<file path="config.mk">
export PLATFORM = sky130hd
export DESIGN_NAME = ins_encoder_flat
export DESIGN_NICKNAME = d
export VERILOG_FILES = /design/src/rtl/ins_encoder_if.sv /design/src/rtl/ins_encoder.sv /design/src/flat_wrapper.sv
export SDC_FILE = /design/constraint.sdc
export NUM_CORES = 1
export LEC_CHECK = 0
export ABC_CLOCK_PERIOD_IN_PS = 2250
export CAP_MARGIN = 20
export CORE_MARGIN = 1.5
export CORE_UTILIZATION = 47
export CTS_BUF_LIST = sky130_fd_sc_hd__clkbuf_8
export DETAILED_ROUTE_END_ITERATION = 10
export PLACE_DENSITY = 0.82
export SLEW_MARGIN = 20
export SYNTH_ARGS = -nofsm -noshare
export SYNTH_HDL_FRONTEND = slang
export SYNTH_SLANG_ARGS = --single-unit
</file>
<file path="constraint.sdc">
create_clock -name clk -period 2.25 [get_ports clk]
set_input_delay 0.45 -clock clk [delete_from_list [all_inputs] [get_ports clk]]
set_output_delay 0.45 -clock clk [all_outputs]
set_load 0.005 [all_outputs]
</file>
<file path="src/rtl/ins_encoder_if.sv">
// ins_encoder_if -- field-set handshake between an instruction source and
// the encoder.
//   in_valid : source presents a field set
//   in_ready : encoder accepts the field set this cycle
//   opcode   : [2:0] opcode field
//   rt_rd    : rt/rd register select
//   rs       : rs register select
//   signIn   : [2:0] immediate field
//   last     : final instruction of the program
// The master modport is the source side; the slave modport is the encoder side.
interface ins_encoder_if;
   logic       in_valid;
   logic       in_ready;
   logic [2:0] opcode;
   logic       rt_rd;
   logic       rs;
   logic [2:0] signIn;
   logic       last;

   modport master (
      output in_valid, opcode, rt_rd, rs, signIn, last,
      input  in_ready
   );

   modport slave (
      input  in_valid, opcode, rt_rd, rs, signIn, last,
      output in_ready
   );
endinterface

</file>
<file path="src/rtl/ins_encoder.sv">
// ins_encoder -- packs instruction fields into 8-bit words and writes them
// to program memory at consecutive addresses.
//   clk, rst  : clock, synchronous active-high reset
//   start     : pulse that begins or restarts a load
//   bus       : field-set handshake (slave side)
//   mem_we    : program memory write strobe, one cycle per accepted word
//   mem_addr  : write address, held between writes
//   mem_wdata : packed word {opcode, rt_rd, rs, signIn}, held between writes
//   count     : words accepted since the last start (saturates at DEPTH)
//   full      : count == DEPTH
//   done      : the final word of the program has been accepted
//   err       : sticky; a field set was offered while full without last
module ins_encoder #(
   parameter int DEPTH = 16,
   parameter int AW    = 4
) (
   input  logic          clk,
   input  logic          rst,
   input  logic          start,
   ins_encoder_if.slave  bus,
   output logic          mem_we,
   output logic [AW-1:0] mem_addr,
   output logic [7:0]    mem_wdata,
   output logic [AW:0]   count,
   output logic          full,
   output logic          done,
   output logic          err
);

   typedef enum logic [1:0] {IDLE, LOAD, DONE} state_e;

   state_e        state_q, state_d;
   logic [AW:0]   count_q, count_d;
   logic          err_q, err_d;
   logic          we_q;
   logic [AW-1:0] addr_q;
   logic [7:0]    wdata_q;
   logic          full_w;
   logic          accept;

   assign full_w       = (count_q == (AW+1)'(DEPTH));
   // start blocks the handshake so a restart never coincides with an accept.
   assign bus.in_ready = (state_q == LOAD) && !full_w && !start;
   assign accept       = bus.in_valid && bus.in_ready;

   always_comb begin
      state_d = state_q;
      count_d = count_q;
      err_d   = err_q;
      if (start) begin
         state_d = LOAD;
         count_d = '0;
         err_d   = 1'b0;
      end else begin
         if (accept) begin
            // accept already implies !full, so count cannot pass DEPTH
            count_d = count_q + 1'b1;
            if (bus.last) state_d = DONE;
         end
         // full in LOAD only happens without last; further offers are overflow
         if (state_q == LOAD && full_w && bus.in_valid) err_d = 1'b1;
      end
   end

   always_ff @(posedge clk) begin
      if (rst) begin
         state_q <= IDLE;
         count_q <= '0;
         err_q   <= 1'b0;
         we_q    <= 1'b0;
         addr_q  <= '0;
         wdata_q <= '0;
      end else begin
         state_q <= state_d;
         count_q <= count_d;
         err_q   <= err_d;
         we_q    <= accept;
         if (accept) begin
            addr_q  <= count_q[AW-1:0];
            wdata_q <= {bus.opcode, bus.rt_rd, bus.rs, bus.signIn};
         end
      end
   end

   assign mem_we    = we_q;
   assign mem_addr  = addr_q;
   assign mem_wdata = wdata_q;
   assign count     = count_q;
   assign full      = full_w;
   assign done      = (state_q == DONE);
   assign err       = err_q;

endmodule

</file>
<file path="src/flat_wrapper.sv">
// flat-port wrapper written by rule: the top's interface ports become plain ports
module ins_encoder_flat 
#(
   parameter int DEPTH = 16,
   parameter int AW    = 4
)
  (clk, rst, start, mem_we, mem_addr, mem_wdata, count, full, done, err, bus_in_valid, bus_opcode, bus_rt_rd, bus_rs, bus_signIn, bus_last, bus_in_ready);
  ins_encoder_if bus_i ();
  input  logic clk;
  input  logic rst;
  input  logic start;
  output logic mem_we;
  output logic [AW-1:0] mem_addr;
  output logic [7:0] mem_wdata;
  output logic [AW:0] count;
  output logic full;
  output logic done;
  output logic err;
  input wire logic [$bits(bus_i.in_valid)-1:0] bus_in_valid;
  input wire logic [$bits(bus_i.opcode)-1:0] bus_opcode;
  input wire logic [$bits(bus_i.rt_rd)-1:0] bus_rt_rd;
  input wire logic [$bits(bus_i.rs)-1:0] bus_rs;
  input wire logic [$bits(bus_i.signIn)-1:0] bus_signIn;
  input wire logic [$bits(bus_i.last)-1:0] bus_last;
  output wire logic [$bits(bus_i.in_ready)-1:0] bus_in_ready;
  assign bus_i.in_valid = bus_in_valid;
  assign bus_i.opcode = bus_opcode;
  assign bus_i.rt_rd = bus_rt_rd;
  assign bus_i.rs = bus_rs;
  assign bus_i.signIn = bus_signIn;
  assign bus_i.last = bus_last;
  assign bus_in_ready = bus_i.in_ready;
  ins_encoder #(.DEPTH(DEPTH), .AW(AW)) u_core (.clk(clk), .rst(rst), .start(start), .bus(bus_i), .mem_we(mem_we), .mem_addr(mem_addr), .mem_wdata(mem_wdata), .count(count), .full(full), .done(done), .err(err));
endmodule
</file>
Word level (Yosys, flattened, before mapping). Cells that the tools add are included.

Register bits after elaboration: 21. Bits of input ports: 13.

$add $sub $neg: 1. Equal/unequal tests: 3. Muxes and demuxes: 3. Reductions and logical operators: 12.

Operators by type and width (count): adder 5 x 1 -> 5 bit, second input constant (1); == test 5 bit, second input constant (1); logical AND 1 bit (5); AND reduction 2 bit (2); nonzero test 2 bit (2); 2-to-1 mux 1 bit (3); == test 2 x 1 -> 1 bit, second input constant (1); == test 2 bit, second input constant (1); logical NOT 1 bit (2); OR reduction 2 bit (1).

Logic depth before layout (Yosys ltp). Gate-level depths: netlist of the first run.

Word-level depth: 7. Mapped depth: 7.

Worst setup path before layout of the first run. Ideal clock, no wire load.

Kind: register to output. Start point: register u_core.count_q[0], in the netlist u_core.count[0]. End point: output full. Arrival time: 1.030 ns. Slack: 0.770 ns. Stages on the path, launching flop included: 6. Cell sequence: dfxtp_1 -> inv_1 -> ha_1 -> nand4bb_4 -> inv_2 -> buf_4.

Longest elaborated chain between the ends: 1.

Ends and longest elaborated chain: from (decl) (RTL line ins_encoder.sv:33) `logic [AW:0] count_q, count_d;`; from (signal assigned) (RTL line ins_encoder.sv:75) `count_q <= count_d;`; == test 5 bit (RTL line ins_encoder.sv:41) `assign full_w = (count_q == (AW+1)'(DEPTH));`; to (decl) (RTL line flat_wrapper.sv:16) `output logic full;`.

Every way passes these cells.

Worst setup path in the final report of the first run.
Start point: input start. End point: output bus_in_ready.

Longest elaborated chain between the ends: 2.

Ends and longest elaborated chain: from (decl) (RTL line flat_wrapper.sv:11) `input logic start;`; logical NOT 1 bit (RTL line ins_encoder.sv:43) `assign bus.in_ready = (state_q == LOAD) && !full_w && !start;`; logical AND 1 bit (RTL line ins_encoder.sv:43); to (decl) (RTL line flat_wrapper.sv:25) `output wire logic [$bits(bus_i.in_ready)-1:0] bus_in_ready;`.

Every way passes these cells.

==> impl_summary.md, run 1 <==
Outcome
The flow ran to the end, and the final reports show no timing, DRC or antenna violations.

Yosys
Sorting the synthesized cells by area gives the leading types as dfxtp_1, a21oi_1, nand3_1. Counting flops with an async set or reset pin after synthesis yields a share of 0. Synthesis produced 104 cells.

Summing every instance area after synthesis gives 900 um^2. The sequential area share after synthesis is 0.467. The register bit count reported by yosys is 21.

The distinct cell type count of the synthesized netlist is 26. The number of nets in the synthesized netlist is roughly 120. In this run, synthesis inferred 0 flip-flops with an integrated enable. The dominant cell type by area after synthesis is dfxtp_1. The fraction of post-synthesis cell area in the top cell type by area is 0.467.

Dividing the synthesized area by the synthesized cell count gives 8.65 um^2. The Yosys warning count is 0. The prevailing post-synth register cell is dfxtp_1.

Routing
Dividing the detail-routed wire length by the instance count gives 13.4 um. The detailed-router iteration count before antenna repair is 4. In the routed design, unresolved DRC markers number 0.

The number of antenna-violating nets in the routed design is 0. Dividing the detail-routed via count by the number of cells gives 5.47. The final wirelength is ~2200 um. The overall via count from detail_route is 913. The first routing iteration left 19 violations.

Placed design
The wire-length estimate of the detail-placed layout is approximately 1600 um. Summing all placed instances gives a cell area of 1290 um^2. After detailed placement, the design holds a cell count of 163.

The count of buffers from port buffering is 34. The routability congestion estimate is 0.745.

Worst setup path
Setup slack on the worst reg-to-reg path comes out at just under 0.8 ns. Data on the critical path is required at its endpoint by 1.80 ns. The termination of the worst setup path is bus_in_ready. The worst setup path is launched from a primary input. The worst setup path is of the in -> out kind. In this run the worst path has a maximum fanout of 5. The signal arrival time at the worst endpoint is 1.71 ns. The worst flop-to-flop path endpoint is u_core.count[2]. The number of cells on the worst reg-to-reg path is 7.

The nature of the critical path endpoint is an output pin. The worst register-to-register path begins at u_core.count[0]. In this run the worst setup path begins at start.

Die
The floorplan die area is roughly 2200 um^2. The height of the die is 46.8 um. For this configuration, the core starts out at a cell density of 0.510. The placement row count is 15.

The die is 46.8 um wide. The number of top-level design ports is 35. The placeable core region is 1760 um^2.

Global route
The via count of the first global-routing pass is 838. The initial antenna violation count is 0. The pin count of the biggest net entering global routing is 19. The first global-routing pass estimated 3630 um of wire. The total overflow reported by the global router is 0. The aggregate global-route resource usage is 0.234.

Power
In this run the power density over the cells is 514 nW/um^2. The net switching share of the total power is 0.215. The total net switching power is 0.000148 W. The part of the power in combinational logic is 0.094. The share of total power dissipated in the clock network is 0.351. In this run the static leakage power is 0.457 nW. VDD sags by at most 0.000363 V.

The internal power is 0.000539 W. Of the total power, registers draw 0.555.

Timing
The setup violation total in the final timing report is 0. Timing would allow up to 0.463 GHz. On the final layout, the worst hold slack is 0.475 ns. For the final database, setup skew stands at around 0.003 ns. The accumulated negative setup slack is 0 ns.

The final count of pins violating max slew is 0. The final critical delay including setup and external delays is roughly 2.2 ns. In the finished design, the share of the clock period the worst path needs comes to 0.960. The headroom to the max-slew limit is 0.808.

At the pin with the least slew margin, the transition time is 0.286 ns. Setup repair after global routing left no endpoint under its margin. The number of hold violations in the final report is 0.

Finish
At the end of the flow, the number of nets in the layout was 158. Across the whole layout, storage elements account for about 420 um^2. The area growth from synthesis to layout is 48.5%. The area of combinational cells with multiple inputs is 418 um^2. The final instance count without filler cells is 167. The number of fill cells is around 160. The cell area after layout is 1340 um^2.

The fraction of final layout cells sized beyond drive strength 1 is 0.113. 0 antenna diodes ended up in the layout.

Clocking
The total clock buffers created by CTS is 3. After clock tree synthesis, the clock-pin slew on the worst setup and hold paths is 0.07 ns. The clock passes through at most 2 buffers.

Once the clock tree was built, the setup fixing pass inserted 0 buffers. The number of gates resized after CTS was 0. In this run the number of H-tree levels came out at 1. Clock latency on the worst-skew pair, taken at its later pin, is 0.26 ns. The clock root buffer is clkbuf_8.

The post-cts hold buffer count is 0. TritonCTS built the clock tree. The clock net sink count is 21.

Min path
The worst min-delay path category is reg -> reg.

Flow run
The count of max-cap constraint violations is 0.
-- worst min path at each step --
stage | end | start | slack, ns | depth (start not counted)
after CTS | u_core.mem_addr[3] | u_core.mem_addr[3] | 0.48 | 2
after detailed placement | u_core.err | u_core.err | 0.47 | 2
after global placement | u_core.mem_wdata[4] | u_core.mem_wdata[4] | 0.46 | 2
after global routing | u_core.mem_wdata[4] | u_core.mem_wdata[4] | 0.51 | 2
final | u_core.mem_addr[3] | u_core.mem_addr[3] | 0.48 | 2
after floorplan | u_core.mem_addr[3] | u_core.mem_addr[3] | 0.46 | 2
-- registers in the layout (all words and copies together), names as in the netlist --
| name | flops |
|---|---|
| u_core.count | 5 |
| u_core.err | 1 |
| u_core.mem_addr | 4 |
| u_core.mem_wdata | 8 |
| u_core.mem_we | 1 |
| u_core.state_q | 2 |
-- power groups by stage --
stage           logic, W  registers [W]  clock network (W)
6_report       0.0000643       0.000381           0.000241
5_1_grt        0.0000699       0.000382           0.000260
4_1_cts        0.0000641       0.000381           0.000249
3_5_place_dp   0.0000634       0.000390                  0
3_3_place_gp   0.0000624       0.000389                  0
2_1_floorplan  0.0000219       0.000390                  0
-- Yosys cell counts (2+ instances only) --
library cell  number
a21oi_1           18
dfxtp_1           21
ha_1               2
o21ai_0            7
buf_2              4
buf_4              2
o21ai_1           10
or3_1              2
nand3_1           15
nand2_1            2
inv_1              4
nor2_1             3
-- metrics by stage --
| stage | worst slack, ns | utilization | power [W] |
|---|---|---|---|
| 3_3_place_gp | 0.149 | 0.730 | 0.000452 |
| 6_report | 0.0911 | 0.757 | 0.000687 |
| 4_1_cts | 0.0743 | 0.757 | 0.000694 |
| 2_1_floorplan | 0.770 | - | 0.000412 |
| 5_1_grt | 0.00821 | 0.757 | 0.000712 |
| 3_5_place_dp | 0.101 | 0.730 | 0.000453 |
-- layout make-up --
| type | count | area share |
|---|---|---|
| clock buffers | 3 | 0.0309 |
| clock inverters | 1 | 0.00375 |
| inverters | 5 | 0.0140 |
| multi-input cells | 70 | 0.313 |
| flip-flops and latches | 21 | 0.316 |
| well taps | 25 | 0.0234 |
| repair buffers | 42 | 0.300 |
-- cell usage in the layout, fill, tap and decap left out, drive strengths merged --
cell and n:
a21boi 1, a21oi 18, a41oi 1, and4 1, and4bb 1, buf 8
clkbuf 3, clkdlybuf4s50 34, clkinv 1, dfxtp 21, ha 2, inv 5
nand2 2, nand3 15, nand3b 1, nand4bb 2, nor2 3, nor3 1
nor4b 1, o21a 1, o21ai 17, or2 1, or3 2
-- critical path: stages --
cell,delay (ns)
clkdlybuf4s50_1,0.47
inv_1,0.11
and4_1,0.18
clkdlybuf4s50_1,0.50
-- kinds of logic (layout without fill, tap and decap cells) --
logic type,after synthesis,after routing,synth area share
adder cells (fa/ha/maj),2,2,0.0278
buffers and inverters,13,51,0.0681
flip-flops,21,21,0.467
AO/OA/AOI/OAI,38,38,0.221
AND/OR/NAND/NOR,30,30,0.216
-- routing by layer --
metal	GRT usage	routed length, um	vias up	share of wire
li1	-	-	450	-
met2	0.411	1150	28	0.52
met5	0	0	-	0
met3	0.0423	103	4	0.046
met4	0.0889	23	0	0.010
met1	0.285	953	431	0.43
Note: power is estimated with default switching activity, not from simulation.
==> run 2, diff against run 1 <==
MAX_ROUTING_LAYER = met4   (was default)
SETUP_SLACK_MARGIN = 0.5   (was default)
==> impl_summary.md, run 2 (synthesized netlist as in run 1, its figures left out) <==
Clocking
The clock passes through at most 2 buffers. Buffers inserted during clock tree synthesis total 3. The clock root buffer is clkbuf_8. Clock-pin slew was measured on the worst setup and hold paths at 0.08 ns. The clock net in this run drives a total of 21 sinks. The clock insertion delay at the later pin of the skew report is 0.25 ns. The clock tree from TritonCTS is built.

The deepest level of the CTS H-tree is 1.

Outcome
The run finished with clean final reports.

Routing
Dividing the detail-routed via count by the number of cells gives 5.54. The first detailed-routing pass took 4 iterations. The routed length per placed instance is about 14 um.

The overall via count from detail_route is 936. Wires add up to 2300 um. The detail route stage leaves a number of antenna-violating nets equal to 0. The detailed router finished its first iteration with 24 violations. The detailed-route DRC error count is 0.

Finish
The area growth from synthesis to layout is 51.9%. The net count of the finished layout is 160. In the layout the commonest cells are clkdlybuf4s50_1, dfxtp_1, a21oi_1. The library cell used most frequently in the layout, excluding fill and tap cells, is clkdlybuf4s50_1. The cell area after layout is 1370 um^2. The final instance count without filler cells is 169. The number of flip-flops in the largest register is 8. The number of antenna diodes in the final layout is 0. In the final layout, the share of cells above drive strength 1 is 0.167.

Global route
Across every metal layer, demand over resource in global routing totals 0.246. The via count of the first global-routing pass is around 840. The first-pass GRT wire length is 3690 um. The initial antenna violation count was 0.

Entering global routing, the biggest net connects 19 pins. After global routing the overflow that remains totals 0.

Timing
The final critical delay including setup and external delays is 1.69 ns. The number of hold violations in the final report came to 0. Static timing analysis puts the maximum clock frequency at 0.592 GHz. The final count of pins violating max slew is 0. Setup repair after global routing could not meet its margin everywhere. In this run the tightest slew margin relative to its limit is 0.834. Clock skew on the completed layout was measured at 0.00374 ns. In the finished design, the share of the clock period the worst path needs comes to 0.751. At the pin with the least slew margin, the transition time is 0.245 ns. The setup violation total in the final timing report is 0. Summed over all failing endpoints, the final setup total negative slack is 0 ns.

Placed design
The count of buffers from port buffering is 34. The routability congestion estimate is 0.754. Once placement completed, the tool counted placed cells totaling 163. The placed wire-length estimate after detailed placement is 1570 um.

Once placement finished, the instance area stood at 1290 um^2.

Die
The number of top-level design ports is 35. The placement row count is 15. In this run the standard cell core region covers 1760 um^2. The die covers between 2000 and 2500 um^2. From bottom edge to top edge, the die measures 46.8 um.

The effective utilization at floorplan is 0.510. The floorplan step set the die width to 46.8 um.

Worst setup path
The nature of the critical path endpoint is an output pin. For the worst setup path, the data required time is 1.80 ns. The signal arrival time at the worst endpoint is about 1.2 ns. The worst setup path is launched from a register. The largest driver fanout on the critical path is 3. The worst setup path is of the reg -> out kind.

Power
For this design the ratio of total power to cell area is approximately 500 nW/um^2. IR analysis of the VDD net gives a maximum drop of between 0.0003 and 0.0004 V. Summed over all cells, the static leakage comes to 0.491 nW.

Min path
In this run the worst hold path is classified as reg -> reg.

Flow run
Across the run, the number of max-cap violations was 0.
==> run 2: changes by cell type in the layout (fill, tap and decap cells not counted), moves of 2 or more <==
cell,delta
buf_4,+2
clkdlybuf4s50_1,-4
inv_1,-2
inv_2,+2
==> run 2: repair_timing <==
item,CTS,global route
gates resized for setup,9,5
setup buffers,1,1
pin swaps,1,2
endpoints found under the setup margin,3,4
hold buffers,0,0
==> run 2: final timing paths <==
check,from,endpoint,slack [ns],cells after the start
setup reg to reg,u_core.count[2],u_core.count[2],0.73,6
hold / removal,u_core.mem_wdata[1],u_core.mem_wdata[1],0.48,2
setup / recovery,u_core.count[0],bus_in_ready,0.56,5
hold reg to reg,u_core.mem_wdata[1],u_core.mem_wdata[1],0.48,2
==> run 2: per-stage QoR <==
stage | utilization | total power (W) | worst slack (ns) | hold slack (ns)
finish | 0.774 | 0.000686 | 0.560 | 0.477
CTS | 0.767 | 0.000694 | 0.385 | 0.478
floorplan | - | 0.000412 | 0.770 | 0.464
global placement | 0.730 | 0.000452 | 0.149 | 0.460
global route | 0.774 | 0.000712 | 0.491 | 0.505
detailed placement | 0.730 | 0.000453 | 0.101 | 0.467
==> run 2: where the power goes <==
part	switching, W	total [W]	internal (W)	leakage (nW)
sequential	0.00000414	0.000381	0.000377	0.171
clock	0.000117	0.000240	0.000123	0.0255
combinational	0.0000264	0.0000640	0.0000376	0.295
==> run 2: layout make-up <==
| class | instances | area, um^2 |
|---|---|---|
| Sequential cell | 21 | 423 |
| Tap cell | 25 | 31.3 |
| Clock inverter | 1 | 5.00 |
| Clock buffer | 3 | 41.3 |
| Timing Repair Buffer | 44 | 412 |
| Inverter | 5 | 18.8 |
| Multi-Input combinational cell | 70 | 435 |
| Fill cell | 151 | 398 |
==> run 2: routing by layer <==
| layer | track usage | wire length (um) | vias to the layer above |
|---|---|---|---|
| met2 | 0.422 | 1210 | 53 |
| met4 | 0.0833 | 12 | 0 |
| li1 | - | - | 453 |
| met3 | 0.0385 | 214 | 2 |
| met5 | - | 0 | - |
| met1 | 0.294 | 865 | 428 |
==> run 2: worst max-delay path: stages, from the launching register on <==
cell,delay (ns)
dfxtp_2,0.33
inv_2,0.07
ha_4,0.14
nand4bb_4,0.14
and4_1,0.20
clkbuf_2,0.10
